### src/rtl/clk_wiz.sv
// clk_wiz: even-ratio clock divider (w_clk -> w_clk_out, 50% duty) with w_ce pulse on each output rise and w_locked after LOCK_CYCLES output periods; sync active-high w_rst
module clk_wiz #(
  parameter int DIV = 2,
  parameter int LOCK_CYCLES = 16,
  parameter int CNT_W = 16
) (
  input  logic w_clk,
  input  logic w_rst,
  output logic w_clk_out,
  output logic w_locked,
  output logic w_ce
);
  logic [CNT_W-1:0] cnt_q = '0;
  logic [CNT_W-1:0] lock_q = '0;
  logic clk_q = 1'b0;
  logic ce_q = 1'b0;
  logic locked_q = 1'b0;
  logic [CNT_W-1:0] cnt_d, lock_d;
  logic clk_d, locked_d, wrap;
  always_comb begin
    wrap = cnt_q == CNT_W'(DIV - 1);
    cnt_d = wrap ? '0 : cnt_q + 1'b1;
    clk_d = wrap ? 1'b1 : (cnt_q == CNT_W'(DIV / 2 - 1)) ? 1'b0 : clk_q;
    lock_d = (wrap && lock_q != CNT_W'(LOCK_CYCLES)) ? lock_q + 1'b1 : lock_q;
    locked_d = locked_q | (lock_d == CNT_W'(LOCK_CYCLES));
  end
  always_ff @(posedge w_clk) begin
    if (w_rst) begin
      cnt_q <= '0;
      lock_q <= '0;
      clk_q <= 1'b0;
      ce_q <= 1'b0;
      locked_q <= 1'b0;
    end else begin
      cnt_q <= cnt_d;
      lock_q <= lock_d;
      clk_q <= clk_d;
      ce_q <= wrap;
      locked_q <= locked_d;
    end
  end
  assign w_clk_out = clk_q;
  assign w_ce = ce_q;
  assign w_locked = locked_q;
endmodule

### config.mk
export PLATFORM = sky130hd
export DESIGN_NAME = clk_wiz
export DESIGN_NICKNAME = d
export VERILOG_FILES = /design/src/rtl/clk_wiz.sv
export SDC_FILE = /design/constraint.sdc
export NUM_CORES = 1
export LEC_CHECK = 0
export ABC_CLOCK_PERIOD_IN_PS = 5770
export CELL_PAD_IN_SITES_DETAIL_PLACEMENT = 0
export CELL_PAD_IN_SITES_GLOBAL_PLACEMENT = 1
export CORE_MARGIN = 2
export CORE_UTILIZATION = 40
export CTS_CLUSTER_SIZE = 25
export DETAILED_ROUTE_END_ITERATION = 7
export PLACE_DENSITY_LB_ADDON = 0.1
export SYNTH_ARGS = -nofsm -noshare
export SYNTH_HDL_FRONTEND = slang
export SYNTH_SLANG_ARGS = --single-unit
### constraint.sdc
create_clock -name w_clk -period 5.77 [get_ports w_clk]
set_input_delay 1.731 -clock w_clk [delete_from_list [all_inputs] [get_ports w_clk]]
set_output_delay 1.731 -clock w_clk [all_outputs]
set_load 0.05 [all_outputs]
==> flow_summary.toml, run 1 <==
[sta]
max_slew_margin_pct = 50.3
setup_skew_ns = 0.00417
hold_ws_ns = 0.480
hold_viol_final = 0
post-route-period-util_pct = 56.1
finalSetupViolCount = 0
tns_ns = 0
slew_violations = 0
worst_pin_slew_ns = 0.743
min_period_ns = 3.23
fmax_mhz = 309
rsz0062_at_grt = "no"

[detailed_routing]
route.detailed.wl_per_inst_um = 13.4
firstDrtPassIters = 4
routed_wl_um = 3650
vias = 1435
detail_route.vias_per_cell = 5.28
postRouteAntennaNets = 0
drt_iter0_drc = 61
drc = 0

[synthesis]
asyncSetResetFlopFracSynth_pct = 0
synth.yosys.seq_area_share_pct = 37.7
warning_count_from_the_yosys_run = 0
syn_area_sq_um = 1860
synth.avg_cell_area_sq_um = 8.65
number_of_enable_type_register_cells_in_the_synthesized_netlist = 0
synth.ff_latch_count = 35
synth.net_count = 222
synth.lib_cells_used.distinct = 41
netlist_instances = 215
ys.flop_type = "sky130_fd_sc_hd__dfxtp_1"

[critical_path]
path_max_fanout = 21
worst-path-stages = 3
r2r_start = "lock_q[0]"
critPathSlowestCell = "sky130_fd_sc_hd__clkdlybuf4s50_1"
crit_path_end_kind = "register"
worstReg2RegEnd = "w_locked"
timing.critical_path.buf_inv = 1
worst_setup_path_endpoint = "cnt_q[7]"
cp_data_arrival_time_ns = 3.38
worst_setup_path_start_kind = "primary input"
timing_worst_setup_path_type = "primary input to register"
cp.required_ns = 5.92
cp-startpoint = "w_rst"
ff2ff_path_depth = 9
path_delay_family = "buffers and inverters"
cp_cell_sequence = "clkdlybuf4s50_1 -> nand2b_1 -> nor2_1"
cpPeakStageDelay_ns = 0.95
worst-r2r-setup-slack_ns = 3.38

[flow_run]
maxCapViolCount = 0

[power]
peakVddDrop_v = 0.000112
power.static_leakage_nw = 0.757
power.density_cell_area_nw_per_um2 = 243

[floorplanning]
die_height_um = 72.2
floorplan.core_area_sq_um = 4410
fp.dieArea_sq_um = 5210
num_io_pins = 5
num_rows = 24
start_util_pct = 42.1
chipWidth_um = 72.2

[global_route]
groute.usage.overall_pct = 15.7
number_of_antenna_violations_at_the_first_check_in_global_routing = 0
grt_first_pass_wirelength_um = 6390
via_count_of_the_first_global_routing_pass = 1461
grt_start_max_net_pins = 22
globalRouteOverflowTotal = 0

[clocking]
clock_latency_reported_for_the_late_side_of_the_worst_skew_pair_ns = 0.28
cts.root.buffer_cell = "sky130_fd_sc_hd__clkbuf_8"
ctsHtreeMaxLevel = 2
postCtsSetupBuffers = 0
cts_resized = 0
cts.reportedPaths.clkPinSlew_ns = 0.07
tritoncts_clock_tree = "yes"
cts_buffers = 5
holdBufCountCts = 0
cts.path.max_buffers = 2
cts.sink_count = 35

[hold_path]
hold_path.startpoint = "w_clk_out"
worstHoldPathType = "register to register"

[cells_and_area]
final_net_count = 226
post_route_cells_drive_above_1_share_pct = 8.64
antennaDiodeCount = 0
final_area_sq_um = 2020
finalNonFillerCells = 272
layout-area-overhead-vs-synth_pct = 8.61
most-common-layout-cells = "35 x sky130_fd_sc_hd__nor2_1, 35 x sky130_fd_sc_hd__dfxtp_1, 20 x sky130_fd_sc_hd__xor2_1"
layout.filler_cells = 438

[placed_design]
detailed_place.area_sq_um = 1940
post-dp-hpwl_um = 2710
routability_congestion_estimate = 0.797
io_buffers = 4
post-place-cells = 264

[outcome]
status = "complete, no violations"
-- registers in the layout, indices dropped and copies added (netlist names) --
name,cells
w_ce,1
w_clk_out,1
cnt_q,16
lock_q,16
w_locked,1
-- synth_stat cells, types with 5 or more instances --
| cell type | instances | area (sq um) |
|---|---|---|
| sky130_fd_sc_hd__xor2_1 | 20 | 175 |
| sky130_fd_sc_hd__dfxtp_1 | 35 | 701 |
| sky130_fd_sc_hd__or3_1 | 6 | 37.5 |
| sky130_fd_sc_hd__a21oi_1 | 6 | 30.0 |
| sky130_fd_sc_hd__nand3_1 | 6 | 30.0 |
| sky130_fd_sc_hd__nand4_1 | 10 | 62.6 |
| sky130_fd_sc_hd__inv_1 | 10 | 37.5 |
| sky130_fd_sc_hd__nor3_1 | 5 | 25.0 |
| sky130_fd_sc_hd__nand2_1 | 13 | 48.8 |
| sky130_fd_sc_hd__nor2_1 | 35 | 131 |
| sky130_fd_sc_hd__o21ai_0 | 6 | 30.0 |
| sky130_fd_sc_hd__ha_1 | 5 | 62.6 |
| sky130_fd_sc_hd__xnor2_1 | 9 | 78.8 |
| sky130_fd_sc_hd__and3_1 | 8 | 50.1 |
| sky130_fd_sc_hd__clkbuf_1 | 5 | 18.8 |
-- logic make-up after synthesis --
| family | synth area share [%] |
|---|---|
| XOR/XNOR | 13.7 |
| AND/OR/NAND/NOR | 32.6 |
| adder cells (fa/ha/maj) | 3.36 |
| AO/OA/AOI/OAI | 7.47 |
| multiplexers | 1.35 |
| buffers and inverters | 3.84 |
| flip-flops | 37.7 |
-- worst register-to-register path, cell delays in order, from the launching register on --
cell and delay [ns]:
sky130_fd_sc_hd__dfxtp_1 0.38, sky130_fd_sc_hd__inv_1 0.11, sky130_fd_sc_hd__ha_1 0.16, sky130_fd_sc_hd__or4b_1 0.47, sky130_fd_sc_hd__nor3_2 0.15, sky130_fd_sc_hd__a211oi_2 0.08, sky130_fd_sc_hd__buf_4 0.19, sky130_fd_sc_hd__nand3_2 0.10
sky130_fd_sc_hd__mux2_4 0.32, sky130_fd_sc_hd__o41ai_2 0.33
-- cell type report --
| cell class | instances | area [sq um] | area share [%] |
|---|---|---|---|
| multi-input cells | 162 | 1090 | 53.8 |
| flip-flops and latches | 35 | 701 | 34.7 |
| clock buffers | 7 | 76.3 | 3.78 |
| clock inverters | 1 | 5.00 | 0.248 |
| well taps | 52 | 65.1 | 3.22 |
| inverters | 10 | 37.5 | 1.86 |
| repair buffers | 5 | 47.5 | 2.35 |
-- metrics by stage --
step	util, %	worst slack [ns]	total power, mW
floorplan	-	3.28	0.309
global placement	43.9	2.27	0.325
detailed placement	43.9	2.21	0.326
CTS	45.7	2.52	0.497
global route	45.7	2.39	0.518
finish	45.7	2.54	0.490
-- metal layers --
layer	wire [um]	track usage, %	vias to the layer above
met3	89	4.31	9
met2	1800	27.6	13
li1	-	-	750
met4	88	7.13	0
met5	0	0	-
met1	1670	17.6	663
-- where the power goes --
part / switching (mW) / leakage, nW / internal, mW
combinational: 0.0396 / 0.432 / 0.0236
sequential: 0.00846 / 0.283 / 0.248
clock: 0.0857 / 0.0422 / 0.0847
total: 0.134 / 0.757 / 0.357
-- worst min path at each step --
| stage | endpoint | slack (ns) | depth (start not counted) |
|---|---|---|---|
| floorplan | cnt_q[0] | 0.45 | 1 |
| global placement | w_locked | 0.45 | 2 |
| detailed placement | w_clk_out | 0.47 | 2 |
| CTS | w_clk_out | 0.48 | 2 |
| global route | w_clk_out | 0.51 | 2 |
| finish | w_clk_out | 0.48 | 2 |
(Power assumes the default switching activity.)
==> run 2: changes to the inputs <==
Settings changed: ABC_CLOCK_PERIOD_IN_PS 5770 to 2800.
Clock period 5.77 ns to 2.8 ns, I/O delays scaled along.
==> flow_summary.toml, run 2 (same netlist as run 1, synthesis figures left out) <==
[outcome]
status = "complete, no violations"

[floorplanning]
num_io_pins = 5
chipWidth_um = 72.2
floorplan.core_area_sq_um = 4410
start_util_pct = 42.1
num_rows = 24
fp.dieArea_sq_um = 5210
die_height_um = 72.2

[hold_path]
worstHoldPathType = "register to register"
hold_path.startpoint = "w_clk_out"
hold-path-cell-count = 2
min_to = "w_clk_out"

[sta]
rsz0062_at_grt = "no"
fmax_mhz = 425
worst_pin_slew_ns = 0.619
finalSetupViolCount = 0
post-route-period-util_pct = 84.0
hold_ws_ns = 0.482
max_slew_margin_pct = 58.7
tns_ns = 0
slew_violations = 0
post-route-worst-setup-slack_ns = 0.448
hold_viol_final = 0
setup_skew_ns = 0.00890
min_period_ns = 2.35

[global_route]
via_count_of_the_first_global_routing_pass = 1420
grt_start_max_net_pins = 21
groute.usage.overall_pct = 16.2
globalRouteOverflowTotal = 0
grt_first_pass_wirelength_um = 6550
number_of_antenna_violations_at_the_first_check_in_global_routing = 0

[placed_design]
preCtsSetupSlack_ns = 0.484
io_buffers = 4
post-dp-hpwl_um = 2690
routability_congestion_estimate = 0.925

[clocking]
clock_latency_reported_for_the_late_side_of_the_worst_skew_pair_ns = 0.29
cts_resized = 0
tritoncts_clock_tree = "yes"
holdBufCountCts = 0
cts.path.max_buffers = 2
cts_buffers = 5
postCtsSetupBuffers = 0
cts.reportedPaths.clkPinSlew_ns = 0.07
ctsHtreeMaxLevel = 2
cts.sink_count = 35
cts.root.buffer_cell = "sky130_fd_sc_hd__clkbuf_8"

[critical_path]
cp.required_ns = 3.00
cp-startpoint = "cnt_q[3]"
path_delay_family = "compound AO/OA/AOI/OAI gates"
worstReg2RegEnd = "w_locked"
r2r_start = "cnt_q[3]"
cp_cell_sequence = "nor4_2 -> nand4_2 -> a211oi_2 -> nand3_2 -> mux2_4 -> o41ai_2"
cp_data_arrival_time_ns = 2.55
timing.critical_path.buf_inv = 0
timing_worst_setup_path_type = "register to register"
cpPeakStageDelay_ns = 0.50
crit_path_end_kind = "register"
worst_setup_path_start_kind = "register"
ff2ff_path_depth = 6
path_max_fanout = 7
worst-r2r-setup-slack_ns = 0.45
critPathSlowestCell = "sky130_fd_sc_hd__a211oi_2"

[cells_and_area]
fin_util_pct = 46.2
antennaDiodeCount = 0
post_route_cells_drive_above_1_share_pct = 9.91
layout.filler_cells = 451
layout-area-overhead-vs-synth_pct = 9.62
reg_top3 = "cnt_q: 16 flops, lock_q: 16 flops"
final_net_count = 228
most-common-layout-cells = "35 x sky130_fd_sc_hd__nor2_1, 35 x sky130_fd_sc_hd__dfxtp_1, 20 x sky130_fd_sc_hd__xor2_1"

[detailed_routing]
vias = 1448
postRouteAntennaNets = 0
route.detailed.wl_per_inst_um = 13.5
drt_iter0_drc = 66
detail_route.vias_per_cell = 5.28
routed_wl_um = 3700
drc = 0
firstDrtPassIters = 4

[power]
peakVddDrop_v = 0.000256
power.density_cell_area_nw_per_um2 = 501
power.static_leakage_nw = 0.766

[flow_run]
maxCapViolCount = 0
[run 2: cell types whose count changed in the layout (fill, tap and decap cells not counted), sizes merged]
cell	previous run	this run
buf	1	3
clkinvlp	0	1
clkbuf	7	6
[run 2: how the worst max path moves through the flow]
| stage | end | slack, ns | cells after the start |
|---|---|---|---|
| detailed placement | w_locked | 0.48 | 9 |
| finish | w_locked | 0.45 | 6 |
| floorplan | w_locked | 0.74 | 9 |
| global placement | w_locked | 0.55 | 6 |
| CTS | w_locked | 0.46 | 6 |
| global route | w_locked | 0.26 | 6 |
[run 2: stage by stage]
stage	area, sq um	cells	power [mW]
final	2040	274	1.02
after floorplan	1860	215	0.637
after detailed placement	1950	266	0.671
after global routing	2040	274	1.08
after global placement	1950	266	0.668
after CTS	2040	274	1.04
[run 2: cell type report]
type                            count  area, sq um  share of cell area (%)
Multi-Input combinational cell    162         1090                    53.3
Sequential cell                    35          701                    34.4
Clock inverter                      2         12.5                   0.614
Inverter                           10         37.5                    1.84
Clock buffer                        6         72.6                    3.56
Tap cell                           52         65.1                    3.19
Timing Repair Buffer                7         62.6                    3.07
[run 2: report_power, final]
group          internal (mW)  switching [mW]  leakage [nW]  total (mW)
registers              0.511          0.0162         0.283       0.528
clock network          0.174           0.189        0.0412       0.362
logic                 0.0494          0.0820         0.442       0.131
[run 2: layer usage]
metal	vias up	track usage [%]	routed length (um)
met1	676	19.6	1730
met4	0	6.50	72
met5	-	0	0
met2	13	26.7	1780
met3	9	5.00	114
li1	750	-	-
[run 2: worst register-to-register path, cell delays in order, from the launching register on]
cell,delay (ns)
sky130_fd_sc_hd__dfxtp_1,0.35
sky130_fd_sc_hd__nor4_2,0.40
sky130_fd_sc_hd__nand4_2,0.18
sky130_fd_sc_hd__a211oi_2,0.50
sky130_fd_sc_hd__nand3_2,0.17
sky130_fd_sc_hd__mux2_4,0.34
sky130_fd_sc_hd__o41ai_2,0.31
==> run 3: changes to the inputs <==
Settings changed: ABC_CLOCK_PERIOD_IN_PS 2800 to 2200.
Clock period 2.8 ns to 2.2 ns, I/O delays scaled along.
==> flow_summary.toml, run 3 (same netlist as run 1, synthesis figures left out) <==
[outcome]
status = "complete, no violations"

[floorplanning]
num_io_pins = 5
num_rows = 24
start_util_pct = 42.1
fp.dieArea_sq_um = 5210
die_height_um = 72.2
floorplan.core_area_sq_um = 4410
chipWidth_um = 72.2

[placed_design]
preCtsSetupSlack_ns = -0.0108
io_buffers = 4
detailed_place.area_sq_um = 2040
post-place-cells = 278
post-dp-hpwl_um = 2960
routability_congestion_estimate = 0.980

[sta]
post-route-period-util_pct = 97.3
worst_pin_slew_ns = 0.494
max_slew_margin_pct = 66.9
rsz0062_at_grt = "yes"
post-route-worst-setup-slack_ns = 0.0591
min_period_ns = 2.14
finalSetupViolCount = 0
fmax_mhz = 467
slew_violations = 0
setup_skew_ns = 0.00517
hold_viol_final = 0
tns_ns = 0

[detailed_routing]
firstDrtPassIters = 4
postRouteAntennaNets = 0
routed-wl-met3_um = 105
vias = 1545
drt_iter0_drc = 86
detail_route.vias_per_cell = 5.36
routed_wl_um = 4100
drc = 0
met2_wirelength_um = 2130
maxUsedRoutingLayer = "met4"
route.detailed.wl_per_inst_um = 14.2
wl_met1_um = 1790

[clocking]
cts_buffers = 5
cts.root.buffer_cell = "sky130_fd_sc_hd__clkbuf_8"
holdBufCountCts = 0
cts.sink_count = 35
cts.path.max_buffers = 2
clock_latency_reported_for_the_late_side_of_the_worst_skew_pair_ns = 0.28
cts.reportedPaths.clkPinSlew_ns = 0.07
tritoncts_clock_tree = "yes"
ctsHtreeMaxLevel = 2

[cells_and_area]
layout.cells.most_common = "sky130_fd_sc_hd__nor2_1"
layout-area-overhead-vs-synth_pct = 20.3
finalNonFillerCells = 288
antennaDiodeCount = 0
post_route_cells_drive_above_1_share_pct = 18.6
reg_top3 = "cnt_q: 16 flops, lock_q: 16 flops"
final_net_count = 242
most-common-layout-cells = "35 x sky130_fd_sc_hd__nor2_1, 33 x sky130_fd_sc_hd__dfxtp_1, 20 x sky130_fd_sc_hd__xor2_1"
final_area_sq_um = 2240

[global_route]
groute.usage.overall_pct = 17.2
number_of_antenna_violations_at_the_first_check_in_global_routing = 0
globalRouteOverflowTotal = 0
via_count_of_the_first_global_routing_pass = 1548
grt_start_max_net_pins = 18
grt_first_pass_wirelength_um = 7040

[critical_path]
crit_path_end_kind = "register"
worst-r2r-setup-slack_ns = 0.06
cp.required_ns = 2.40
cp_data_arrival_time_ns = 2.34
cp_cell_sequence = "inv_4 -> ha_1 -> or4b_4 -> nor3_4 -> a211oi_2 -> buf_4 -> nor4_4 -> o211ai_1 -> o41ai_2"
cpPeakStageDelay_ns = 0.47
critPathSlowestCell = "sky130_fd_sc_hd__or4b_4"
path_max_fanout = 5
worst_setup_path_start_kind = "register"
timing_worst_setup_path_type = "register to register"

[power]
peakVddDrop_v = 0.000308
power.density_cell_area_nw_per_um2 = 716
finalPower_mw = 1.60
power.static_leakage_nw = 0.876

[hold_path]
worstHoldPathType = "register to register"

[flow_run]
maxCapViolCount = 0
## run 3: cell types whose count changed in the layout (fill, tap and decap cells not counted), moves of 2 or more
cell | before | now
sky130_fd_sc_hd__bufinv_16 | 0 | 2
sky130_fd_sc_hd__nor4_1 | 2 | 0
sky130_fd_sc_hd__dfxtp_1 | 35 | 33
sky130_fd_sc_hd__buf_4 | 3 | 17
## run 3: final timing paths
path,startpoint,end,cells past startpoint
setup / recovery,lock_q[0],w_locked,9
hold / removal,w_clk_out,w_clk_out,2
setup reg to reg,lock_q[0],w_locked,9
hold reg to reg,w_clk_out,w_clk_out,2
## run 3: report_power, final
group	internal (mW)	total (mW)	switching (mW)
Clock	0.453	0.682	0.229
Combinational	0.116	0.248	0.132
Sequential	0.653	0.671	0.0176
## run 3: layer usage
layer	GRT usage (%)	vias to the layer above
met1	20.2	736
met5	0	-
met2	30.4	18
met4	6.71	0
met3	3.75	8
li1	-	783
## run 3: repair_timing
item / in CTS / in global routing
setup endpoints to repair: 1 / 2
gates resized for setup: 1 / 11
pin swaps: 0 / 5
buffers inserted: 0 / 2
## run 3: worst max-delay path, delay by kind of cell, from the launching register on
family / cells / cell delay [ns]
compound gates: 3 / 0.56
fa+ha+maj: 1 / 0.12
buf+inv: 2 / 0.23
flops: 1 / 0.36
simple gates: 3 / 0.78
## run 3: cell type report
cell class / count / area [sq um]
clock buffer: 6 / 72.6
clock inverter: 2 / 60.1
fill: 436 / 2180
inverter: 10 / 40.0
multi-input combinational: 162 / 1120
sequential: 35 / 706
tap: 52 / 65.1
timing repair buffer: 21 / 168
## run 3: stage by stage
stage               utilization (%)  hold slack, ns
floorplan                         -           0.452
global placement               46.3           0.466
detailed placement             46.3           0.480
CTS                            49.4           0.489
global route                   50.7           0.536
finish                         50.7           0.488
